`src/rtl/fifo_pkg.sv`:
```
// Shared FIFO constants and the flag decode used by the top level.
// Provides default widths, the flag bundle type and fifo_flags().
package fifo_pkg;

    localparam int DATA_WIDTH_DEF = 8;
    localparam int ADDR_WIDTH_DEF = 4;

    typedef struct packed {
        logic full;
        logic empty;
    } flags_t;

    // Pointers arrive zero-extended; only bits [aw:0] are ever set.
    // Full means the low bits match and only the wrap bit differs.
    function automatic flags_t fifo_flags(
        input logic [31:0] wp,
        input logic [31:0] rp,
        input int unsigned aw
    );
        flags_t f;
        f.empty = (wp == rp);
        f.full  = ((wp ^ rp) == (32'd1 << aw));
        return f;
    endfunction

endpackage

```
`src/rtl/fifo_mem.sv`:
```
// Simple dual-port register array with a registered read port.
// Ports: clk, rst_n, we/waddr/wdata (write), re/raddr/rdata (read).
module fifo_mem
    import fifo_pkg::*;
#(
    parameter int DATA_WIDTH = DATA_WIDTH_DEF,
    parameter int ADDR_WIDTH = ADDR_WIDTH_DEF
) (
    input  logic                  clk,
    input  logic                  rst_n,
    input  logic                  we,
    input  logic [ADDR_WIDTH-1:0] waddr,
    input  logic [DATA_WIDTH-1:0] wdata,
    input  logic                  re,
    input  logic [ADDR_WIDTH-1:0] raddr,
    output logic [DATA_WIDTH-1:0] rdata
);

    localparam int DEPTH = 2 ** ADDR_WIDTH;

    logic [DATA_WIDTH-1:0] mem [DEPTH];

    // Storage is intentionally not reset.
    always_ff @(posedge clk) begin
        if (we) begin
            mem[waddr] <= wdata;
        end
    end

    always_ff @(posedge clk or negedge rst_n) begin
        if (!rst_n) begin
            rdata <= '0;
        end else if (re) begin
            rdata <= mem[raddr];
        end
    end

endmodule

```
`src/rtl/async_fifo.sv`:
```
// Single-clock FIFO: pointers, full/empty flags and accept gating.
// Ports: clk, rst_n, wr_en, rd_en, din -> dout, full, empty.
module async_fifo
    import fifo_pkg::*;
#(
    parameter int DATA_WIDTH = DATA_WIDTH_DEF,
    parameter int ADDR_WIDTH = ADDR_WIDTH_DEF
) (
    input  logic                  clk,
    input  logic                  rst_n,
    input  logic                  wr_en,
    input  logic                  rd_en,
    input  logic [DATA_WIDTH-1:0] din,
    output logic [DATA_WIDTH-1:0] dout,
    output logic                  full,
    output logic                  empty
);

    logic [ADDR_WIDTH:0] wr_ptr;
    logic [ADDR_WIDTH:0] rd_ptr;
    flags_t              flags;
    logic                wr_ok;
    logic                rd_ok;

    // Flags decode straight from registered pointers.
    assign flags = fifo_flags(32'(wr_ptr), 32'(rd_ptr), ADDR_WIDTH);
    assign full  = flags.full;
    assign empty = flags.empty;

    assign wr_ok = wr_en && !flags.full;
    assign rd_ok = rd_en && !flags.empty;

    always_ff @(posedge clk or negedge rst_n) begin
        if (!rst_n) begin
            wr_ptr <= '0;
            rd_ptr <= '0;
        end else begin
            if (wr_ok) begin
                wr_ptr <= wr_ptr + 1'b1;
            end
            if (rd_ok) begin
                rd_ptr <= rd_ptr + 1'b1;
            end
        end
    end

    fifo_mem #(
        .DATA_WIDTH(DATA_WIDTH),
        .ADDR_WIDTH(ADDR_WIDTH)
    ) u_mem (
        .clk  (clk),
        .rst_n(rst_n),
        .we   (wr_ok),
        .waddr(wr_ptr[ADDR_WIDTH-1:0]),
        .wdata(din),
        .re   (rd_ok),
        .raddr(rd_ptr[ADDR_WIDTH-1:0]),
        .rdata(dout)
    );

endmodule

```
`config.mk`:
```
export PLATFORM = sky130hd
export DESIGN_NAME = async_fifo
export DESIGN_NICKNAME = d
export VERILOG_FILES = /design/src/rtl/fifo_pkg.sv /design/src/rtl/fifo_mem.sv /design/src/rtl/async_fifo.sv
export SDC_FILE = /design/constraint.sdc
export NUM_CORES = 1
export LEC_CHECK = 0
export CAP_MARGIN = 20
export CORE_MARGIN = 4
export CORE_UTILIZATION = 30
export DETAILED_ROUTE_END_ITERATION = 16
export GPL_TIMING_DRIVEN = 0
export SLEW_MARGIN = 20
export SYNTH_ARGS = -nofsm -noshare
export SYNTH_HDL_FRONTEND = slang
export SYNTH_SLANG_ARGS = --single-unit
```
`constraint.sdc`:
```
create_clock -name clk -period 2.4 [get_ports clk]
set_input_delay 0.24 -clock clk [delete_from_list [all_inputs] [get_ports clk]]
set_output_delay 0.24 -clock clk [all_outputs]
set_load 0.01 [all_outputs]
```
======== Word-level counts from Yosys, hierarchy flattened ========
Memory sizes are Yosys's and may differ from the RTL's. A register that Yosys moved wholly into a read port is not among the register bits.
Index checks and enable logic that the tools add are counted.
cells by class
  $lt $le $gt $ge ......................... 0
  reductions and logical operators ........ 5
  bitwise operators ....................... 1
  div/mod/pow operators ................... 0
  muxes and demuxes ....................... 2
  $add $sub $neg .......................... 2
  multipliers ............................. 0
  shifts and indexed selects .............. 0
  eq/ne operators ......................... 2
operators with widths
  operator                                                       count
  5-bit by 1-bit adder with 5-bit output, second input constant  2
  5-bit == test                                                  1
  5-bit == test, second input constant                           1
  5-bit XOR                                                      1
  1-bit logical NOT                                              3
  1-bit logical AND                                              2
  1-bit 2-to-1 mux                                               2
storage, ports and cells
  register bits after elaboration ......... 10
  input bits .............................. 12
  bits in latches ......................... 0
  memory bits (writable) .................. 128
  memories kept ........................... 1
  bits in read-only memories .............. 0
memory list
  memory     depth  bits a word  rd ports  clocked after Yosys merged registers in  wr ports  line            text
  u_mem.mem  16     8            1         1                                        1         fifo_mem.sv:21  logic [DATA_WIDTH-1:0] mem [DEPTH];

======== Logic depth before layout (Yosys ltp) ========
  word-level depth ........................ 6
  gate-level depth with buffers ........... 6
  mapped depth without buffers ............ 4

======== By module ========
From an unflattened synthesis, not the netlist that was laid out.
unflattened totals
  cell total of the unflattened synthesis .. 285
  area, all modules ....................... 5924.4 µm²
modules (own cells, without submodules)
  module      instances  area an instance (µm²)  seq. area each (µm²)  cells an instance
  fifo_mem    1          5331.4                  4043.9                240
  async_fifo  1          593.1                   250.2                 45

======== Least setup slack after synthesis ========
OpenSTA, ideal clock, no wires.
  path kind ............................... flip-flop to flip-flop
  start point ............................. register rd_ptr[0]
  end point ............................... memory u_mem.mem[2][0] in the netlist's numbering, enable pin
  setup time .............................. 0.398 ns
  path slack .............................. -0.104 ns
  data arrival time ....................... 2.106 ns
  cell stages (with the launch flop) ...... 7
  cells stage by stage .................... dfrtp_1 buf_6 xnor2_1 nand4_1 buf_2 o21ai_0 nor4b_1
on the way
  word-level cells in the longest chain between the ends .. 6
ends and longest elaborated chain
  what                                    line              text
  from (decl)                             async_fifo.sv:20  logic [ADDR_WIDTH:0] rd_ptr;
  from (signal assigned)                  async_fifo.sv:42  rd_ptr <= rd_ptr + 1'b1;
  5-bit XOR                               fifo_pkg.sv:22    f.full = ((wp ^ rp) == (32'd1 << aw));
  5-bit == test                           fifo_pkg.sv:22
  1-bit logical NOT                       async_fifo.sv:30  assign wr_ok = wr_en && !flags.full;
  1-bit logical AND                       async_fifo.sv:30
  1-bit 2-to-1 mux                        fifo_mem.sv:25    if (we) begin
  1-bit 2-to-1 mux (not written as such)  fifo_mem.sv:26    mem[waddr] <= wdata;
  to (decl)                               fifo_mem.sv:21
No other way between the ends.

======== Worst setup path after layout ========
  start point ............................. register rd_ptr[4]
  end point ............................... memory u_mem.mem[12][3] in the netlist's numbering, enable pin
The elaborated chain is that of the path after synthesis.

==> metrics.md <==
| Metric | Value |
|---|---|
| HP Class | `in2async` |
| Fin cells | `611` |
| RSZ-0062 raised after global routing | `false` |
| CTS Hold Buffers Added | `0` |
| Largest net degree at the start of global routing | `19` |
| Power per Cell Area | `1250 nW/um2` |
| Seq/Total Area, Yosys | `0.725` |
| Syn nets | `303` |
| Sequential Area | `4290 um2` |
| CTS root buffer | `clkbuf_16` |
| Clk buf depth | `2` |
| Final Worst Setup Slack | `0.112 ns` |
| Outcome | `completed` |
| Htree depth | `4` |
| Cell area after layout | `7250 um2` |
| Setup_tns | `0 ns` |
| Core occupancy in the finished layout | `0.373` |
| Synthesis-stage register bit count | `146` |
| Die area | `22100 um2` |
| Largest family of logic cells by synthesized area | `multiplexers` |
| Cells after Synth | `286` |
| Netlist cell types | `31` |
| Adder-Cell Fraction of Synth Area | `0.0106` |
| Post-synth EDFFs | `128` |
| Fin. Hold Viols | `0` |
| Worst-path fanout max | `10` |
| Post-Syn Area | `5930 um2` |
| ANT nets after route | `0` |
| Die W | `149 um` |
| Area of the multi-input gates | `1590 um2` |
| Slew Limit Fails | `0` |
| Starting Density | `0.305` |
| Dpl cell area | `6510 um2` |
| Multiplexer area fraction after synthesis | `0.151` |
| Diodes inserted | `0` |
| Simple-gate area share of the yosys netlist | `0.0393` |
| Via Count | `2877` |
| CTS tree | `built` |
| Clk slew on worst S/H paths | `0.06 ns` |
| Worst Skew | `0.00948 ns` |
| FILL cells | `1779` |
| Post-Synth XOR/XNOR Area | `0.0207` |
| Leakage | `2.47 nW` |
| WL final | `11.9 mm` |
| Clock sinks | `146` |
| Overall power | `9.03 mW` |
| Compound-cell area share of the yosys netlist | `0.0327` |
| Gr ovfl total | `0` |
| Critical path endpoint category | `flop` |
| Critical path arrival | `2.35 ns` |
| Max Cap Violations | `0` |
| Drt drc | `0` |
| Ys flop type | `edfxtp_1` |
| WHS | `0.342 ns` |
| Startpoint types | `flop` |
| Antenna violations before repair | `0` |
| Syn avg cell area | `20.7 um2` |
| Routed WL per cell | `19.5 um` |
| Fmax | `0.437 GHz` |
| Initial DRT Pass Iterations | `4` |
| Rows | `51` |
| Period utilisation layout | `0.954` |
| Final setup viols | `0` |
| Ys async rst share | `0.123` |
| Top Ports | `22` |
| Layout Nets | `350` |
| Maximum vdd ir drop | `0.612 mV` |
| Die Ht | `149 um` |
| Total GRT Usage | `0.116` |
| DP Worst Slack | `-0.424 ns` |
| First-pass GRT wire length | `18.4 mm` |
| Placed cell count | `575` |
| Worst Tran Pin Value | `0.943 ns` |
| Area grow syn2layout | `22.4%` |
| Placed wire-length estimate | `7.62 mm` |
| Min Clock Period, post-route | `2.29 ns` |
| DR iter-0 viols | `236` |
| Share of cells above drive strength 1 | `0.283` |
| Max-slew headroom | `0.369` |
| Via density | `4.71` |
| Core box area | `19500 um2` |
| Skew-Pair Late Insertion Delay | `0.43 ns` |
| Vias in the first global route | `3079` |
| IO buf count | `21` |
| Yosys Warn Count | `0` |
| RD Place Congestion | `0.768` |
| Num CTS Buffers | `17` |
| Setup CP Type | `reg2reg` |
| Critical path required time | `2.46 ns` |
-- cell usage after synthesis (all sizes together), types with 5 or more instances --
cell type | instances | share of area
a22oi | 16 | 0.020
o211ai | 6 | 0.0076
nand2 | 8 | 0.0051
edfxtp | 128 | 0.65
buf | 7 | 0.012
mux2 | 10 | 0.025
and4b | 8 | 0.014
mux4 | 32 | 0.13
clkbuf | 10 | 0.0070
ha | 5 | 0.011
xnor2 | 13 | 0.019
dfrtp | 18 | 0.076
-- cells in the final DEF (no fill, tap or decap), drive strengths merged, types with 2 or more instances in the layout --
cell	instances
and3	4
dfrtp	18
and4	3
ha	5
buf	14
dlygate4sd2	2
inv	7
edfxtp	128
mux2	10
o21ai	2
nand2	8
nor2	3
clkinv	2
nor2b	2
mux4	32
clkbuf	29
clkinvlp	3
bufinv	4
o211ai	6
nor4b	4
a22oi	16
clkdlybuf4s50	19
xnor2	13
and4b	8
-- worst max-delay path, cell delays in order, from the launching register on --
cell and delay, ns:
dfrtp_1 0.44, xnor2_2 0.36, o21a_1 0.26, clkbuf_1 0.31, and4_1 0.56
-- flip-flops by register name, summed over array words and instances, names as in the netlist --
name / flops
u_mem.mem: 128
u_mem.rdata: 8
rd_ptr: 5
wr_ptr: 5
-- repair_timing --
item	CTS	global route
cloned	0	0
setup buffers	1	3
setup endpoints to repair	39	88
pin swaps	1	1
gates resized for setup	11	7
-- cell type report --
class,instances,area share
Buffer,17,0.0159
Clock buffer,19,0.0624
Clock inverter,13,0.0269
Inverter,3,0.00155
Multi-Input combinational cell,120,0.219
Sequential cell,146,0.592
Tap cell,265,0.0457
Timing Repair Buffer,28,0.0366
-- kinds of logic after synthesis --
family,count (synthesis)
xor gates and xnor gates,14
muxes,42
AOI/OAI and AO/OA,25
buffers and inverters,20
DFF,146
adders and majority gates,5
and+or+nand+nor,34
-- where the power goes --
| group | leakage (nW) | switching, mW | internal, mW | total, mW |
|---|---|---|---|---|
| clock | 0.307 | 1.05 | 1.81 | 2.86 |
| sequential | 1.37 | 0.188 | 3.16 | 3.34 |
| combinational | 0.795 | 1.44 | 1.39 | 2.83 |
| total | 2.47 | 2.68 | 6.35 | 9.03 |
-- worst paths after layout --
| kind | end | slack, ns | depth (start not counted) | start |
|---|---|---|---|---|
| max | u_mem.mem[12][3] | 0.11 | 4 | rd_ptr[4] |
| min | wr_ptr[2] | 0.34 | 1 | rst_n |
| max reg2reg | u_mem.mem[12][3] | 0.11 | 4 | rd_ptr[4] |
| min reg2reg | u_mem.rdata[3] | 0.51 | 1 | u_mem.rdata[3] |
| max in group asynchronous | u_mem.rdata[6] | 1.48 | 1 | rst_n |
| min in group clk | u_mem.rdata[3] | 0.51 | 1 | u_mem.rdata[3] |
-- layer usage --
metal,track usage,part of all wire
met1,0.146,0.43
met3,0.0396,0.054
met2,0.187,0.50
met5,0,0
met4,0.0397,0.021
Power figures use the tool's default switching activity.
